===== src/rtl/senha_pkg.sv =====
// Shared types and display constants for the keypad code sequencer.
package senha_pkg;

  typedef enum logic [2:0] {
    ST_CLEAR,
    ST_ENTRY,
    ST_SHIFT,
    ST_VERDICT,
    ST_OPEN,
    ST_LOCK
  } state_t;

  // Segment order {A,B,C,D,E,F,G}, bit 6 = A, active-high.
  localparam logic [6:0] SEG_DASH = 7'b0000001;
  localparam logic [6:0] SEG_U    = 7'b0111110;
  localparam logic [6:0] SEG_L    = 7'b0001110;

  localparam logic [6:0] SEG_DIGITS [10] = '{
    7'b1111110, 7'b0110000, 7'b1101101, 7'b1111001, 7'b0110011,
    7'b1011011, 7'b1011111, 7'b1110000, 7'b1111111, 7'b1111011
  };

endpackage


===== src/rtl/seg7_decoder.sv =====
// BCD to 7-segment decoder; non-decimal codes show a dash.
module seg7_decoder
  import senha_pkg::*;
(
  input  logic [3:0] bcd,
  output logic [6:0] seg
);

  // Table lookup with a dash fallback for codes above 9.
  always_comb begin
    seg = SEG_DASH;
    if (bcd <= 4'd9) seg = SEG_DIGITS[bcd];
  end

endmodule


===== src/rtl/sequenciador_senha.sv =====
// Keypad front-end for the serial code checker: accepts digits, serialises
// them MSB-first, collects the verdict, counts failures and enforces lockout.
module sequenciador_senha
  import senha_pkg::*;
#(
  parameter int unsigned DIGITS          = 6,
  parameter int unsigned MAX_FAIL        = 3,
  parameter int unsigned LOCK_CYCLES     = 1000,
  parameter int unsigned UNLOCK_CYCLES   = 500,
  parameter int unsigned VERDICT_TIMEOUT = 16
) (
  input  logic       clk,
  input  logic       reset,
  input  logic       dig_valid,
  input  logic [3:0] dig_data,
  output logic       dig_ready,
  input  logic       cancela,
  output logic       ser_insere,
  output logic       ser_numero,
  output logic       chk_reset,
  input  logic       chk_ok,
  input  logic       chk_fail,
  output logic       unlocked,
  output logic       locked_out,
  output logic [6:0] seg
);

  localparam int unsigned DCW    = $clog2(DIGITS + 1);
  localparam int unsigned FCW    = $clog2(MAX_FAIL + 1);
  localparam int unsigned TMAX_A = (LOCK_CYCLES > UNLOCK_CYCLES) ? LOCK_CYCLES : UNLOCK_CYCLES;
  localparam int unsigned TMAX   = (TMAX_A > VERDICT_TIMEOUT) ? TMAX_A : VERDICT_TIMEOUT;
  localparam int unsigned TW     = $clog2(TMAX + 1);

  localparam logic [DCW-1:0] DIG_LAST  = DCW'(DIGITS);
  localparam logic [FCW-1:0] FAIL_LAST = FCW'(MAX_FAIL);
  localparam logic [TW-1:0]  T_OPEN    = TW'(UNLOCK_CYCLES - 1);
  localparam logic [TW-1:0]  T_LOCK    = TW'(LOCK_CYCLES - 1);
  localparam logic [TW-1:0]  T_VERD    = TW'(VERDICT_TIMEOUT - 1);

  state_t         state_q, state_d;
  logic [3:0]     shreg_q, shreg_d;
  logic [3:0]     digit_q, digit_d;
  logic [1:0]     bit_cnt_q, bit_cnt_d;
  logic [DCW-1:0] dig_cnt_q, dig_cnt_d;
  logic [FCW-1:0] fail_cnt_q, fail_cnt_d;
  logic [TW-1:0]  timer_q, timer_d;

  logic [DCW-1:0] dig_cnt_inc;
  logic [FCW-1:0] fail_cnt_inc;
  logic [6:0]     digit_seg;

  // digit_q holds 4'hF when no digit has been shown yet, so the decoder's
  // dash fallback doubles as the "no digit" display.
  seg7_decoder u_seg7 (
    .bcd (digit_q),
    .seg (digit_seg)
  );

  // State and datapath registers with synchronous reset.
  always_ff @(posedge clk) begin
    if (reset) begin
      state_q    <= ST_CLEAR;
      shreg_q    <= '0;
      digit_q    <= '1;
      bit_cnt_q  <= '0;
      dig_cnt_q  <= '0;
      fail_cnt_q <= '0;
      timer_q    <= '0;
    end else begin
      state_q    <= state_d;
      shreg_q    <= shreg_d;
      digit_q    <= digit_d;
      bit_cnt_q  <= bit_cnt_d;
      dig_cnt_q  <= dig_cnt_d;
      fail_cnt_q <= fail_cnt_d;
      timer_q    <= timer_d;
    end
  end

  // Next-state, datapath updates and Moore control outputs.
  always_comb begin
    state_d      = state_q;
    shreg_d      = shreg_q;
    digit_d      = digit_q;
    bit_cnt_d    = bit_cnt_q;
    dig_cnt_d    = dig_cnt_q;
    fail_cnt_d   = fail_cnt_q;
    timer_d      = timer_q;
    dig_ready    = 1'b0;
    ser_insere   = 1'b0;
    ser_numero   = 1'b0;
    chk_reset    = 1'b0;
    unlocked     = 1'b0;
    locked_out   = 1'b0;
    dig_cnt_inc  = dig_cnt_q + DCW'(1);
    fail_cnt_inc = fail_cnt_q + FCW'(1);

    case (state_q)
      ST_CLEAR: begin
        chk_reset = 1'b1;
        dig_cnt_d = '0;
        shreg_d   = '0;
        bit_cnt_d = '0;
        digit_d   = '1;
        state_d   = ST_ENTRY;
      end
      ST_ENTRY: begin
        dig_ready = 1'b1;
        if (cancela) begin
          state_d = ST_CLEAR;
        end else if (dig_valid && dig_data <= 4'd9) begin
          digit_d   = dig_data;
          shreg_d   = dig_data;
          bit_cnt_d = '0;
          state_d   = ST_SHIFT;
        end
      end
      ST_SHIFT: begin
        ser_insere = 1'b1;
        ser_numero = shreg_q[3];
        if (cancela) begin
          state_d = ST_CLEAR;
        end else begin
          shreg_d   = {shreg_q[2:0], 1'b0};
          bit_cnt_d = bit_cnt_q + 2'd1;
          if (bit_cnt_q == 2'd3) begin
            dig_cnt_d = dig_cnt_inc;
            if (dig_cnt_inc == DIG_LAST) begin
              timer_d = T_VERD;
              state_d = ST_VERDICT;
            end else begin
              state_d = ST_ENTRY;
            end
          end
        end
      end
      ST_VERDICT: begin
        // A real verdict in the last waiting cycle beats the timeout.
        if (cancela) begin
          state_d = ST_CLEAR;
        end else if (chk_fail || (!chk_ok && timer_q == '0)) begin
          if (fail_cnt_inc == FAIL_LAST) begin
            fail_cnt_d = '0;
            timer_d    = T_LOCK;
            state_d    = ST_LOCK;
          end else begin
            fail_cnt_d = fail_cnt_inc;
            state_d    = ST_CLEAR;
          end
        end else if (chk_ok) begin
          fail_cnt_d = '0;
          timer_d    = T_OPEN;
          state_d    = ST_OPEN;
        end else begin
          timer_d = timer_q - TW'(1);
        end
      end
      ST_OPEN: begin
        unlocked = 1'b1;
        if (timer_q == '0) state_d = ST_CLEAR;
        else               timer_d = timer_q - TW'(1);
      end
      ST_LOCK: begin
        locked_out = 1'b1;
        if (timer_q == '0) state_d = ST_CLEAR;
        else               timer_d = timer_q - TW'(1);
      end
      default: state_d = ST_CLEAR;
    endcase
  end

  // Status display selection.
  always_comb begin
    seg = SEG_DASH;
    case (state_q)
      ST_ENTRY, ST_SHIFT, ST_VERDICT: seg = digit_seg;
      ST_OPEN:                        seg = SEG_U;
      ST_LOCK:                        seg = SEG_L;
      default:                        seg = SEG_DASH;
    endcase
  end

endmodule

===== config.mk =====
export PLATFORM = sky130hd
export DESIGN_NAME = sequenciador_senha
export DESIGN_NICKNAME = d
export VERILOG_FILES = /design/src/rtl/senha_pkg.sv /design/src/rtl/seg7_decoder.sv /design/src/rtl/sequenciador_senha.sv
export SDC_FILE = /design/constraint.sdc
export NUM_CORES = 1
export LEC_CHECK = 0
export BUFFER_PORTS_ARGS = -buffer_cell sky130_fd_sc_hd__buf_2
export CORE_MARGIN = 5
export CORE_UTILIZATION = 45
export DETAILED_ROUTE_END_ITERATION = 8
export HOLD_SLACK_MARGIN = 0.03
export PLACE_DENSITY_LB_ADDON = 0.12
export SLEW_MARGIN = 0
export SYNTH_ARGS = -nofsm -noshare
export SYNTH_HDL_FRONTEND = slang
export SYNTH_SLANG_ARGS = --single-unit

===== constraint.sdc =====
create_clock -name clk -period 3.3 [get_ports clk]
set_input_delay 0.33 -clock clk [delete_from_list [all_inputs] [get_ports clk]]
set_output_delay 0.33 -clock clk [all_outputs]
set_load 0.005 [all_outputs]

### After elaboration in Yosys (flattened, before gate mapping)

Memory sizes are Yosys's and may differ from the RTL's.
Index checks and enable logic that the tools add are counted.

| storage, ports and cells | value |
|---|---|
| bits in registers | 28 |
| memory bits (read-only) | 112 |
| bits of input ports | 10 |
| output and inout port bits | 13 |
| logic and storage cells | 101 |
| memories kept | 1 |

| cells by class | value |
|---|---|
| $add $sub $neg | 4 |
| $lt $le $gt $ge | 3 |
| equal/unequal tests | 20 |
| multiplexer cells | 45 |
| bitwise operators | 2 |
| reductions and logical operators | 19 |

Memory list:

| name | depth | bits a word | rd ports | clocked after Yosys merged registers in | write ports | RTL line | text |
|---|---|---|---|---|---|---|---|
| (name not given) | 16 | 7 | 1 | 0 | 0 | seg7_decoder.sv:12 | `if (bcd <= 4'd9) seg = SEG_DIGITS[bcd];` |

Operators with widths:

| kind | number |
|---|---|
| 10-bit 2-to-1 mux | 8 |
| 3-bit 2-to-1 mux | 11 |
| 10-bit one-hot mux with 3 select lines | 1 |
| 7-bit 2-to-1 mux | 3 |
| 7-bit one-hot mux with 3 select lines | 1 |
| 3-bit one-hot mux with 5 select lines | 1 |
| 2-bit 2-to-1 mux | 7 |
| 2-bit inequality test (second input constant) | 7 |
| 4-bit 2-to-1 mux | 3 |
| 4-bit one-hot mux with 3 select lines | 1 |
| 10-bit zero test | 1 |
| 10-bit by 1-bit subtractor with 10-bit output (second input constant) | 1 |
| 3-bit equality test (second input constant) | 3 |
| 3-bit inequality test (second input constant) | 3 |
| 3-bit AND reduction | 3 |
| 4-bit <= comparator (second input constant) | 2 |
| 4-bit one-hot mux with 2 select lines | 1 |
| 4-bit AND reduction | 2 |
| 7-bit AND reduction | 1 |
| 3-bit by 2-bit equality test with 1-bit output (second input constant) | 2 |
| 1-bit 2-to-1 mux | 6 |
| 2-bit one-hot mux with 3 select lines | 1 |
| 3-bit one-hot mux with 2 select lines | 1 |
| 2-bit nonzero test | 3 |
| 16 further kinds | 20 |

### Logic depth before layout (Yosys ltp)

Gate-level depths: netlist of the first run.

| logic depth | value |
|---|---|
| word-level depth | 6 |
| gate-level depth with buffers | 9 |
| depth with buffers taken out | 7 |

### Modules after synthesis

A second synthesis of the first run with hierarchy kept.

| second synthesis, totals | value |
|---|---|
| cells, all modules | 267 |
| area, all modules | 2148.3 µm² |

Modules (own cells, without submodules):

| module | times used | cells each | area an instance (µm²) | seq. area each (µm²) |
|---|---|---|---|---|
| sequenciador_senha | 1 | 241 | 1959.4 | 560.5 |
| seg7_decoder | 1 | 26 | 188.9 | 0.0 |

### Least setup slack after synthesis of the first run

OpenSTA, ideal clock, no wires.

| path | value |
|---|---|
| path type | register to register |
| start | reg timer_q[0] |
| end | reg state_q[2] |
| library setup time | 0.121 ns |
| arrival time | 2.047 ns |
| data required time | 3.179 ns |
| slack | 1.133 ns |
| stages on the path, launching flop included | 9 |
| path buffers | 1 |
| cells stage by stage | dfxtp_1 > inv_1 > ha_1 > nor4b_2 > and3_1 > buf_6 > or4_1 > o221ai_1 > mux2_2 |

| on the way | value |
|---|---|
| cells in the longest elaborated chain, start to end | 6 |

Ends and longest elaborated chain:

| item | RTL line | text |
|---|---|---|
| from (decl) | sequenciador_senha.sv:46 | `logic [TW-1:0] timer_q, timer_d;` |
| from (signal assigned) | sequenciador_senha.sv:76 | `timer_q <= timer_d;` |
| 10-bit zero test (*) | sequenciador_senha.sv:141, sequenciador_senha.sv:160, sequenciador_senha.sv:165 |  |
| 1-bit logical AND | sequenciador_senha.sv:141 | `end else if (chk_fail \|\| (!chk_ok && timer_q == '0)) begin` |
| 1-bit logical OR | sequenciador_senha.sv:141 |  |
| 3-bit 2-to-1 mux | sequenciador_senha.sv:141 |  |
| 3-bit 2-to-1 mux | sequenciador_senha.sv:139 | `if (cancela) begin` |
| 3-bit one-hot mux with 5 select lines | sequenciador_senha.sv:98 | `case (state_q)` |
| to (signal assigned) | sequenciador_senha.sv:70 | `state_q <= state_d;` |
| to (decl) | sequenciador_senha.sv:40 | `state_t state_q, state_d;` |

Every way passes the cells marked *; elsewhere a longest branch is shown, timed or not.
A chain may end at the register's enable or synchronous reset.

### Worst setup path after layout of the first run

| path | value |
|---|---|
| start | reg state_q[1] |
| end | reg timer_q[0] |

| on the way | value |
|---|---|
| cells in the longest elaborated chain, start to end | 4 |

Ends and longest elaborated chain:

| item | RTL line |
|---|---|
| 3-bit equality test | sequenciador_senha.sv:98 |
| 2-bit OR reduction (no line) | n/a |
| 2-bit inequality test (no line) or 3-bit nonzero test (tied branches) | n/a |
| 7-bit AND reduction (no line) | n/a |

Parallel ways exist; a longest one is shown, timed or not.

==> results of run 1 <==
## flip-flops by register name, summed over array words and instances (netlist names)
signal,count
bit_cnt_q,2
dig_cnt_q,3
digit_q,4
fail_cnt_q,2
shreg_q,4
state_q,3
timer_q,10
## layout by cell type, fill, tap and decap left out, types with 4 or more instances in the layout
cell type / instances
mux2i_1: 10
and2_1: 4
a21oi_1: 15
o21ai_0: 16
and3_1: 5
nand2b_1: 5
nand3_1: 9
ha_1: 15
buf_2: 22
dfxtp_1: 28
inv_1: 13
xor2_1: 4
nor2_1: 26
nor3_1: 10
a31oi_1: 8
nand2_1: 23
a211o_1: 4
a211oi_1: 6
## path summary, 6_finish.rpt
kind | depth (start not counted) | from | slack (ns) | end
hold / removal | 3 | dig_data[0] | 0.30 | shreg_q[0]
setup reg to reg | 7 | state_q[1] | 0.90 | timer_q[0]
hold reg to reg | 2 | shreg_q[0] | 0.48 | shreg_q[0]
setup / recovery | 7 | state_q[1] | 0.90 | timer_q[0]
## power by group through the flow
stage	Clock (mW)	Combinational (mW)	Sequential, mW
3_3_place_gp	0	0.343	0.411
6_report	0.280	0.347	0.403
3_5_place_dp	0	0.345	0.411
5_1_grt	0.309	0.386	0.410
4_1_cts	0.289	0.347	0.403
2_1_floorplan	0	0.297	0.393
## layout make-up
| class | count | area [sq um] | area share |
|---|---|---|---|
| well taps | 52 | 65.1 | 0.0287 |
| inverters | 14 | 52.6 | 0.0232 |
| clock inverters | 1 | 30.0 | 0.0132 |
| repair buffers | 23 | 118 | 0.0518 |
| multi-input cells | 208 | 1400 | 0.618 |
| flip-flops and latches | 28 | 561 | 0.247 |
| clock buffers | 3 | 41.3 | 0.0182 |
## cells by family (layout without fill, tap and decap cells)
kind of cell / Yosys count / after routing / share of synthesized area
AOI/OAI and AO/OA: 75 / 75 / 0.255
adders and majority gates: 15 / 15 / 0.0899
and+or+nand+nor: 101 / 101 / 0.246
buffers and inverters: 29 / 41 / 0.0605
DFF: 28 / 28 / 0.268
muxes: 12 / 12 / 0.0587
xor gates and xnor gates: 5 / 5 / 0.0210
## per-stage QoR
step	hold slack, ns	instance area [sq um]	utilization
2_1_floorplan	0.450	2090	-
3_3_place_gp	0.467	2200	0.498
3_5_place_dp	0.475	2200	0.498
4_1_cts	0.299	2270	0.514
5_1_grt	0.289	2270	0.514
6_report	0.304	2270	0.514
## metal layers
| metal | up-vias | part of all wire |
|---|---|---|
| li1 | 997 | - |
| met1 | 887 | 0.49 |
| met2 | 53 | 0.44 |
| met3 | 5 | 0.057 |
| met4 | 0 | 0.012 |
| met5 | - | 0 |
## worst max-delay path, delay by kind of cell, from the launching register on
family	cells	cell delay (ns)
compound gates	3	0.85
fa+ha+maj	1	0.34
buf+inv	1	0.22
flops	1	0.51
simple gates	2	0.37
==> impl_metrics.toml, run 1 <==
[sta]
hold_viol = 0
setup_ws_ns = 0.903
setup_tns_ns = 0
setup_viol = 0
period_minus_slack_ns = 2.40
finalCritPeriodShare = 0.726
fmax_ghz = 0.417
skew_ns = 0.00468
worst_slew_pin_slew_ns = 0.508
rsz0062_at_grt = "false"
slew_headroom = 0.661
final_max_slew_viol_count = 0

[floorplanning]
die_x_um = 78.1
io_pins = 23
die-area_sq_mm = 0.00610
rows = 24
die_h_um = 78.1
core_sq_mm = 0.00441
start_util = 0.473

[synth]
synth.most_common_cell = "dfxtp_1"
syn_area_per_cell_sq_um = 7.88
synth_ff_type = "dfxtp_1"
syn_nets = 290
ys_ff_latch = 28
yosysUniqueCellTypes = 55
syn_area_sq_mm = 0.00209
yosysSeqAreaShare = 0.268
yosysTopAreaCellShare = 0.268
yosys_warnings = 0
synth_top_area_cell = "dfxtp_1"
synthArstFlopShare = 0
synthCells = 265
synthTopCellsByCount = "dfxtp_1, nor2_1, nand2_1"
synth-edff-count = 0
netlist_top_cells_area = "dfxtp_1, ha_1, mux2i_1"

[cts]
clk_latency_ns = 0.29
post_cts_resized = 0
cts_root_buf = "clkbuf_8"
ctsHoldBuffers = 0
cts_setup_buffers = 0
cts_buffers = 3
cts_buffer_depth = 2
ctsHtreeMaxLevel = 1
cts_tree = "built"
cts.clk_slew.worst_paths_ns = 0.10
cts_sinks = 28

[pwr]
combPwrFrac = 0.337
pwr-share-clk = 0.272
switching_share = 0.350
power.switching_mw = 0.360
power.leakage_nw = 0.956
sequentialPowerShare = 0.391
powerDensity_mw_per_mm2 = 454
p_int_mw = 0.670
p_total_mw = 1.03
ir_drop_mv = 0.186

[setup_path]
slowest_delay_ns = 0.51
path_cells = "inv_1 -> ha_1 -> and2_1 -> a32o_1 -> nand2_1 -> a211o_1 -> o221a_1"
path_max_fanout = 10
start_kind = "flop"
cp-end-kind = "flop"
worstPathArrival_ns = 2.58
crit_type = "reg -> reg"
cp_data_required_time_ns = 3.49
cp_slowest_cell = "dfxtp_1"

[global_route]
grt_pass1_vias = 1834
use_met1 = 0.245
use_met3 = 0.0263
grt_pass1_wl_mm = 8.69
antenna_found_initial = 0
grt_max_degree = 21
grt_use_met2 = 0.248
busiest_layer = "met2"
grt_overflow = 0
grt.total_usage = 0.168

[placement]
port_buffers = 22
detailed_place_hpwl_mm = 3.68
dp.cells = 325
preCtsSetupSlack_ns = 0.935
gp_congestion = 0.817

[cells_and_area]
layout.nets = 303
fill_cells = 445
area_delta_synth_final_pct = 8.63
fin_cells = 329
drive_above_1_share = 0.123
antennaDiodeCount = 0

[detailed_routing]
drt_iter0_markers = 164
vias_per_cell = 5.90
ant_nets = 0
routed_wl_mm = 5.09
first_pass_iters = 4
detail_route.wl_per_cell_um = 15.5
drcViolationCount = 0
via_count = 1942

[status]
status = "finished clean"

[run]
drv_cap = 0

[hold_path]
holdCritPathClass = "in -> reg"
Power figures use the tool's default switching activity.
==> inputs of run 2 (changes only) <==
ABC_AREA = 1   (was not set)
clock period = 2.1 ns   (was 3.3 ns; I/O delays follow)
==> run 2 against run 1 <==
  * Clock power up 57%
  * Combinational power grew to 6.0 times the previous value
  * Fmax is 31% higher
  * Critical endpoint unchanged
  * Largest cell class unchanged
  * Highest routed layer unchanged
==> impl_metrics.toml, run 2 <==
[cells_and_area]
fill_cells = 498
area_delta_synth_final_pct = 11.2
multiInputGateArea_sq_mm = 0.00138
top_regs = "timer_q: 10 flops, digit_q: 4 flops, shreg_q: 4 flops"
layout_commonest_cell = "nand2_1"
drive_above_1_share = 0.195
largest_register_ffs = 10
regMostFlops = "timer_q"
layout.nets = 375
ff_latch_area_sq_um = 563
final_core_util = 0.513
antennaDiodeCount = 0
fin_cells = 403
final_cell_mix = "nand2_1, nor2_1, inv_1, a21oi_1, dfxtp_1"

[sta]
worst_slew_pin_slew_ns = 0.709
rsz0062_at_grt = "false"
fmax_ghz = 0.545
setup_tns_ns = 0
skew_ns = 0.00805
slew_headroom = 0.527
period_minus_slack_ns = 1.84
setup_viol = 0
finalCritPeriodShare = 0.874
hold_viol = 0
final_max_slew_viol_count = 0
setup_ws_ns = 0.264

[cts]
cts_buffers = 3
cts_buffer_depth = 2
ctsHoldBuffers = 0
cts_sinks = 28
cts_root_buf = "clkbuf_8"
ctsHtreeMaxLevel = 1
cts.clk_slew.worst_paths_ns = 0.11
cts_tree = "built"
clk_latency_ns = 0.28

[status]
status = "finished clean"

[global_route]
grt_overflow = 0
grt_pass1_vias = 1989
grt.total_usage = 0.169
antenna_found_initial = 0
grt_pass1_wl_mm = 8.69
grt_max_degree = 23

[setup_path]
path_max_fanout = 19
cp-end-kind = "flop"
worstPathArrival_ns = 2.03
cp_data_required_time_ns = 2.29
slowest_delay_ns = 0.34
path_cells = "inv_1 -> ha_1 -> nor3b_2 -> nand3_2 -> nand2_4 -> nand2_4 -> nand2_2 -> nand2_4 -> nand2_1 -> nand2_1 -> nand2_1 -> nor2_1"
cp_slowest_cell = "dfxtp_1"
start_kind = "flop"
crit_type = "reg -> reg"

[pwr]
powerDensity_mw_per_mm2 = 1400
ir_drop_mv = 0.715
power.leakage_nw = 1.12

[run]
drv_cap = 0

[floorplanning]
rows = 25
io_pins = 23
core_sq_mm = 0.00469
start_util = 0.461
die_h_um = 79.4
die_x_um = 79.4
die-area_sq_mm = 0.00630

[detailed_routing]
routed_wl_mm = 5.03
ant_nets = 0
drt_iter0_markers = 94
drcViolationCount = 0
detail_route.wl_per_cell_um = 12.5
first_pass_iters = 4
via_count = 2078
vias_per_cell = 5.16

[synth]
synthArstFlopShare = 0
syn_area_per_cell_sq_um = 6.68
synth.most_common_cell = "nand2_1"
yosys_warnings = 0
synth_ff_type = "dfxtp_1"
yosysSeqAreaShare = 0.259
synth-edff-count = 0
yosysTopAreaCellShare = 0.259
ys_ff_latch = 28
synthTopCellsByCount = "nand2_1, nor2_1, inv_1"
yosysUniqueCellTypes = 35
netlist_top_cells_area = "dfxtp_1, nand2_1, ha_1"
syn_nets = 349
syn_area_sq_mm = 0.00216
synth_top_area_cell = "dfxtp_1"
synthCells = 324

[placement]
port_buffers = 22
detailed_place_hpwl_mm = 3.75
dp.cells = 397
preCtsSetupSlack_ns = 0.202
gp_congestion = 0.856

[hold_path]
holdCritPathClass = "in -> reg"
run 2: cell types whose count changed in the layout (fill, tap and decap cells not counted), moves of 5 or more:
cell / delta
o21ai_1: +13
nand2_1: +43
and3_1: -5
inv_2: +10
o21ai_0: -6
nand2_2: +7
nor2_1: +22
mux2i_1: -10
nand3_1: +14
inv_1: +17
a21oi_1: +11
nand2b_1: -5
a211oi_1: -6
nor3_1: -8
run 2: kinds of logic after synthesis:
| kind of cell | Yosys count | synth area share |
|---|---|---|
| flops | 28 | 0.259 |
| xor+xnor | 7 | 0.0283 |
| buf+inv | 48 | 0.103 |
| simple gates | 163 | 0.358 |
| compound gates | 63 | 0.165 |
| fa+ha+maj | 15 | 0.0867 |
run 2: layer usage:
layer	global-route usage	vias to the layer above	routed length, um
li1	-	1100	-
met1	0.207	949	2390
met2	0.306	25	2470
met3	0.0317	4	121
met4	0.0361	0	45
met5	0	-	0
run 2: worst max-delay path: cells and delay by family (launching register included):
family	cells	cell delay, ns
and+or+nand+nor	10	1.06
buffers and inverters	1	0.16
adders and majority gates	1	0.17
DFF	1	0.34
run 2: where the power goes:
group / total [mW] / leakage (nW) / internal (mW) / switching [mW]
registers: 0.829 / 0.230 / 0.677 / 0.151
logic: 2.09 / 0.850 / 0.811 / 1.28
clock network: 0.439 / 0.0357 / 0.256 / 0.183
total: 3.36 / 1.12 / 1.74 / 1.62
run 2: timing repair:
action                                  4_1_cts  5_1_grt
resized for setup                             0        5
setup buffers                                 0        2
endpoints found under the setup margin        0        7
run 2: worst paths after layout:
kind,depth (start not counted),slack (ns),endpoint,from
max,12,0.26,timer_q[0],timer_q[0]
min,2,0.18,shreg_q[0],reset
max reg2reg,12,0.26,timer_q[0],timer_q[0]
min reg2reg,2,0.48,shreg_q[0],shreg_q[0]
run 2: final cells by class:
| type | count | area share |
|---|---|---|
| Tap cell | 54 | 0.0281 |
| Clock inverter | 1 | 0.0125 |
| Multi-Input combinational cell | 248 | 0.575 |
| Timing Repair Buffer | 27 | 0.0666 |
| Sequential cell | 28 | 0.234 |
| Clock buffer | 3 | 0.0172 |
| Inverter | 42 | 0.0666 |
run 2: per-stage QoR:
stage | total power, mW | hold slack (ns) | cell area, sq um
6_report | 3.36 | 0.181 | 2410
3_3_place_gp | 2.80 | 0.457 | 2300
2_1_floorplan | 2.40 | 0.279 | 2160
3_5_place_dp | 2.82 | 0.459 | 2300
5_1_grt | 3.73 | 0.179 | 2410
4_1_cts | 3.28 | 0.169 | 2370
